--- config.mk ---
export PLATFORM = sky130hd
export DESIGN_NAME = shift_register_param
export DESIGN_NICKNAME = d
export VERILOG_FILES = /design/src/rtl/shift_register_param.sv
export SDC_FILE = /design/constraint.sdc
export NUM_CORES = 1
export LEC_CHECK = 0
export CORE_MARGIN = 4
export CORE_UTILIZATION = 50
export CTS_CLUSTER_DIAMETER = 40
export DETAILED_ROUTE_END_ITERATION = 10
export DONT_BUFFER_PORTS = 1
export PLACE_DENSITY = 0.75
export SYNTH_ARGS = -nofsm -noshare
export SYNTH_HDL_FRONTEND = slang
export SYNTH_SLANG_ARGS = --single-unit
--- constraint.sdc ---
create_clock -name clk -period 1.77 [get_ports clk]
set_clock_uncertainty 0.1 [all_clocks]
set_input_delay 0.354 -clock clk [delete_from_list [all_inputs] [get_ports clk]]
set_output_delay 0.354 -clock clk [all_outputs]
set_load 0.02 [all_outputs]
--- src/rtl/shift_register_param.sv ---
// shift_register_param: WIDTH-bit universal register with load, clear,
// logical/arithmetic shifts and rotates, serial in/out, and a shift-by-N
// sequencer with busy/done handshake.
// Optional build macro: SHIFT_REGISTER_BARREL_EN -- when defined, shift and
// rotate ops finish at the accepting edge through a combinational barrel
// shifter and the SHIFT state is never entered.
//
// state   | meaning
// --------+---------------------------------------------------------------
// S_IDLE  | waiting for start; HOLD/LOAD/CLR and zero-distance ops finish here
// S_SHIFT | one 1-bit shift/rotate per edge until r_count reaches zero
module shift_register_param #(
    parameter int WIDTH = 8,
    parameter int AMT_W = $clog2(WIDTH) + 1
) (
    input  logic             clk,
    input  logic             reset,
    input  logic             start,
    input  logic [2:0]       op,
    input  logic [AMT_W-1:0] amt,
    input  logic [WIDTH-1:0] d,
    input  logic             serial_in,
    output logic [WIDTH-1:0] q,
    output logic             serial_out,
    output logic             busy,
    output logic             done
);

    localparam logic [2:0] OP_HOLD = 3'd0;
    localparam logic [2:0] OP_LOAD = 3'd1;
    localparam logic [2:0] OP_CLR  = 3'd2;
    localparam logic [2:0] OP_SHL  = 3'd3;
    localparam logic [2:0] OP_SHR  = 3'd4;
    localparam logic [2:0] OP_ASR  = 3'd5;
    localparam logic [2:0] OP_ROL  = 3'd6;
    localparam logic [2:0] OP_ROR  = 3'd7;

    localparam logic [AMT_W-1:0] AMT_MAX = AMT_W'(WIDTH);

    typedef enum logic {
        S_IDLE  = 1'b0,
        S_SHIFT = 1'b1
    } state_t;

    state_t             r_state;
    logic [WIDTH-1:0]   r_q;
    logic               r_so;
    logic               r_done;
    logic [AMT_W-1:0]   r_count;
    logic [2:0]         r_op;

    state_t             w_state_nxt;
    logic [WIDTH-1:0]   w_q_nxt;
    logic               w_so_nxt;
    logic               w_done_nxt;
    logic [AMT_W-1:0]   w_count_nxt;
    logic [2:0]         w_op_nxt;

    logic [AMT_W-1:0]   w_amt_sat;
    logic [WIDTH:0]     w_step;

    // One 1-bit step of a shift/rotate; result is {bit_leaving, new_q}.
    function automatic logic [WIDTH:0] f_step(input logic [2:0]       f_op,
                                              input logic [WIDTH-1:0] f_q,
                                              input logic             f_si);
        logic [WIDTH:0] res;
        res = {1'b0, f_q};
        case (f_op)
            OP_SHL:  res = {f_q[WIDTH-1], f_q[WIDTH-2:0], f_si};
            OP_SHR:  res = {f_q[0], f_si, f_q[WIDTH-1:1]};
            OP_ASR:  res = {f_q[0], f_q[WIDTH-1], f_q[WIDTH-1:1]};
            OP_ROL:  res = {f_q[WIDTH-1], f_q[WIDTH-2:0], f_q[WIDTH-1]};
            OP_ROR:  res = {f_q[0], f_q[0], f_q[WIDTH-1:1]};
            default: res = {1'b0, f_q};
        endcase
        return res;
    endfunction

    // Distances beyond WIDTH behave exactly like WIDTH.
    assign w_amt_sat = (amt > AMT_MAX) ? AMT_MAX : amt;
    assign w_step    = f_step(r_op, r_q, serial_in);

`ifdef SHIFT_REGISTER_BARREL_EN
    logic [WIDTH-1:0]   w_bar_q;
    logic               w_bar_so;

    // Full-distance shift/rotate in one step; the last bit to leave is the
    // one originally amt-1 positions from the exit end.
    always_comb begin
        logic [2*WIDTH-1:0] v_ext;
        logic [WIDTH-1:0]   v_tap;
        logic [AMT_W-1:0]   v_nm1;
        w_bar_q  = r_q;
        w_bar_so = r_so;
        v_ext    = '0;
        v_tap    = '0;
        v_nm1    = w_amt_sat - AMT_W'(1);
        case (op)
            OP_SHL: begin
                v_ext    = {r_q, {WIDTH{serial_in}}} << w_amt_sat;
                w_bar_q  = v_ext[2*WIDTH-1:WIDTH];
                v_tap    = r_q << v_nm1;
                w_bar_so = v_tap[WIDTH-1];
            end
            OP_SHR: begin
                v_ext    = {{WIDTH{serial_in}}, r_q} >> w_amt_sat;
                w_bar_q  = v_ext[WIDTH-1:0];
                v_tap    = r_q >> v_nm1;
                w_bar_so = v_tap[0];
            end
            OP_ASR: begin
                v_ext    = {{WIDTH{r_q[WIDTH-1]}}, r_q} >> w_amt_sat;
                w_bar_q  = v_ext[WIDTH-1:0];
                v_tap    = r_q >> v_nm1;
                w_bar_so = v_tap[0];
            end
            OP_ROL: begin
                v_ext    = {r_q, r_q} << w_amt_sat;
                w_bar_q  = v_ext[2*WIDTH-1:WIDTH];
                v_tap    = r_q << v_nm1;
                w_bar_so = v_tap[WIDTH-1];
            end
            OP_ROR: begin
                v_ext    = {r_q, r_q} >> w_amt_sat;
                w_bar_q  = v_ext[WIDTH-1:0];
                v_tap    = r_q >> v_nm1;
                w_bar_so = v_tap[0];
            end
            default: begin
                w_bar_q  = r_q;
                w_bar_so = r_so;
            end
        endcase
    end
`endif

    // Next-state and datapath decode for both states.
    always_comb begin
        w_state_nxt = r_state;
        w_q_nxt     = r_q;
        w_so_nxt    = r_so;
        w_done_nxt  = 1'b0;
        w_count_nxt = r_count;
        w_op_nxt    = r_op;
        case (r_state)
            S_IDLE: begin
                if (start) begin
                    if (op < OP_SHL) begin
                        case (op)
                            OP_LOAD: w_q_nxt = d;
                            OP_CLR:  w_q_nxt = '0;
                            default: w_q_nxt = r_q;
                        endcase
                        w_done_nxt = 1'b1;
                    end else begin
`ifdef SHIFT_REGISTER_BARREL_EN
                        if (w_amt_sat != '0) begin
                            w_q_nxt  = w_bar_q;
                            w_so_nxt = w_bar_so;
                        end
                        w_done_nxt = 1'b1;
`else
                        w_op_nxt    = op;
                        w_count_nxt = w_amt_sat;
                        if (w_amt_sat == '0) begin
                            w_done_nxt = 1'b1;
                        end else begin
                            w_state_nxt = S_SHIFT;
                        end
`endif
                    end
                end
            end
            S_SHIFT: begin
                w_q_nxt     = w_step[WIDTH-1:0];
                w_so_nxt    = w_step[WIDTH];
                w_count_nxt = r_count - AMT_W'(1);
                if (r_count == AMT_W'(1)) begin
                    w_state_nxt = S_IDLE;
                    w_done_nxt  = 1'b1;
                end
            end
            default: begin
                w_state_nxt = S_IDLE;
            end
        endcase
    end

    // State and datapath registers; reset abandons any operation in flight.
    always_ff @(posedge clk or posedge reset) begin
        if (reset) begin
            r_state <= S_IDLE;
            r_q     <= '0;
            r_so    <= 1'b0;
            r_done  <= 1'b0;
            r_count <= '0;
            r_op    <= OP_HOLD;
        end else begin
            r_state <= w_state_nxt;
            r_q     <= w_q_nxt;
            r_so    <= w_so_nxt;
            r_done  <= w_done_nxt;
            r_count <= w_count_nxt;
            r_op    <= w_op_nxt;
        end
    end

    assign q          = r_q;
    assign serial_out = r_so;
    assign done       = r_done;
`ifdef SHIFT_REGISTER_BARREL_EN
    assign busy       = 1'b0;
`else
    assign busy       = (r_state == S_SHIFT);
`endif

endmodule

==> impl_metrics.ini <==
[run_status]
status = complete, no violations

[global_route]
grt_max_degree = 19
grt_remaining_overflow = 0
grt_use_total_pct = 17.3
antenna_found_initial = 0
first_global_vias = 1026
grt_first_pass_wirelength_um = 4530

[power]
p_int_mw = 1.28
comb_power_share_pct = 48.6
peakVddDrop_uv = 1100
seqPwrFrac_pct = 43.3
power.density_nw_per_um2 = 1980
p_clk_share_pct = 8.1
p_sw_mw = 1.22
power_leakage_nw = 0.548
switching_share_pct = 48.7

[drt]
wl_um = 2690
dr.pass1.iters = 4
vias_per_cell = 6.18
wl_per_cell_um = 16.3
ant_nets = 0
drc = 0
drtIter0Drc = 22
vias = 1020

[synthesis]
synth_edf_count = 0
synthTopCellsByCount = 18 x dfrtp_1, 17 x nand2_1, 15 x nor2_1
synthTopCellsByArea = dfrtp_1 38%, mux2_2 5.6%, nand2_1 5.3%
synth_cell_types = 37
synthCells = 135
synth_seq_cells = 18
synth.avg_cell_area_sq_um = 8.86
synth_area_leader_cell = dfrtp_1
ys.flop_type = dfrtp_1
syn_nets = 156
syn_area_sq_um = 1200
ys_warn_count = 0
synth_most_common_cell = dfrtp_1
synth_top_area_share_pct = 37.7
ys_seq_area_share_pct = 37.7
async_flop_share_pct = 100

[layout]
finalInstanceArea_sq_um = 1270
fillers = 227
drive_gt1_share_pct = 15.3
seq_area_sq_um = 450
nets = 160
multi_input_area_sq_um = 692
syn2layout_area_growth_pct = 5.86
num_antenna_cells = 0

[setup_path]
critical_path_buf_inv_count = 0
reg2reg_to = serial_out
crit_path_end_kind = flop
timing.rr.start = r_op[1]
cp.arrival_ps = 1690
path_class = reg -> reg
slowest_stage = dfrtp_1
path_max_fanout = 10
reg2reg_slack_ps = 160
required_ps = 1850
crit_family = flip-flops
reg2reg_depth = 4
critPathMaxStageDelay_ps = 530
start_kind = flop
worstPathCellList = nor2b_2 -> mux2_2 -> a22oi_1 -> a21oi_1

[sta]
final_max_slew_viol_count = 0
fin_crit_ps = 1610
post-route-period-util_pct = 90.8
slew_headroom_pct = 64.5
hold_violations = 0
rsz0062_at_grt = false
fin_tns_setup_ps = 0
tightest_slew_ps = 530
fmax_ghz = 0.622
setup_viol = 0

[min_path]
hold_depth = 2
hold_start = amt[3]
hold_end = r_count[3]
holdCritPathClass = in -> reg

[floorplanning]
rows = 17
die-height_um = 56.9
start_util_pct = 53.1
io_pins = 30
core_sq_um = 2250
die_width_um = 56.9
dieArea_sq_um = 3240

[clocking]
cts_buffers = 3
cts_resized = 0
cts_sinks = 18
cts-root-buf = clkbuf_4
insertion_delay_ps = 290
htreeDepth = 1
cts_tree = yes
clock_path_buffers = 2
path_clk_slew_ps = 100

[flow_run]
maxCapViolations = 0

[placed_design]
routabilityCongestion = 0.791
dpl_cell_area_sq_um = 1230
dp_hpwl_um = 2050
numPortBuffers = 0
flip-flops by register name, summed over array words and instances (netlist names):
name,flops
done,1
r_op,3
busy,1
serial_out,1
r_count,4
q,8
cells by family (layout without fill, tap and decap cells):
family / Yosys count / after routing / synth area share, %
AO/OA/AOI/OAI: 37 / 37 / 20.8
XOR/XNOR: 2 / 2 / 1.46
adder cells (fa/ha/maj): 2 / 2 / 2.09
buffers and inverters: 11 / 13 / 4.50
flip-flops: 18 / 18 / 37.7
multiplexers: 9 / 9 / 8.16
AND/OR/NAND/NOR: 56 / 56 / 25.3
through the flow:
step                util, %  instances  power (mW)  setup WS, ps  hold slack (ps)
floorplan                 -        135        2.04           207              193
global placement       54.7        161        2.24           251              178
detailed placement     54.7        161        2.31           190              184
CTS                    56.2        165        2.51           172             86.5
global route           56.2        165        2.73          52.1             87.4
finish                 56.2        165        2.50           163             92.9
how the worst max path moves through the flow:
stage / from / endpoint / depth (start not counted)
5_1_grt: r_op[1] / serial_out / 4
3_5_place_dp: r_op[1] / serial_out / 4
2_1_floorplan: busy / r_op[0] / 3
6_report: r_op[1] / serial_out / 4
3_3_place_gp: r_op[1] / serial_out / 4
4_1_cts: r_op[1] / serial_out / 4
power by group through the flow:
stage          Sequential, mW  Combinational (mW)  Clock, mW
6_report                 1.08                1.22      0.203
4_1_cts                  1.08                1.22      0.210
5_1_grt                  1.13                1.37      0.233
3_5_place_dp             1.09                1.22          0
3_3_place_gp             1.07                1.17          0
2_1_floorplan           0.940                1.10          0
what timing repair did:
action	4_1_cts	5_1_grt
endpoints found under the setup margin	0	0
endpoints found under the hold margin	18	0
setup buffers	0	0
hold buffers	1	0
placed cells by master (no fill, tap or decap), types with 2 or more instances in the layout:
master / count
buf_4: 6
a31oi_1: 3
a21oi_1: 7
and3_1: 4
o31ai_1: 4
nor2_1: 15
dfrtp_1: 18
ha_1: 2
nor3b_1: 3
o21ai_0: 5
nor3b_2: 2
nand2b_1: 4
inv_1: 3
o22ai_1: 4
nand3_1: 2
clkbuf_4: 3
mux2i_1: 3
mux2_2: 6
nor2b_1: 2
a22oi_1: 6
nor4_1: 2
nand2_1: 17
per-layer routing:
layer | global-route usage, % | share of wire [%]
met5 | 0 | 0
met4 | 5.96 | 0.45
met3 | 3.45 | 6.2
met2 | 32.5 | 53
met1 | 19.2 | 40
cell type report:
class	count	share of cell area [%]
inverter	3	0.889
sequential	18	35.6
tap	28	2.77
clock buffer	3	1.78
timing repair buffer	7	4.35
multi-input combinational	106	54.6
(Power assumes the default switching activity.)
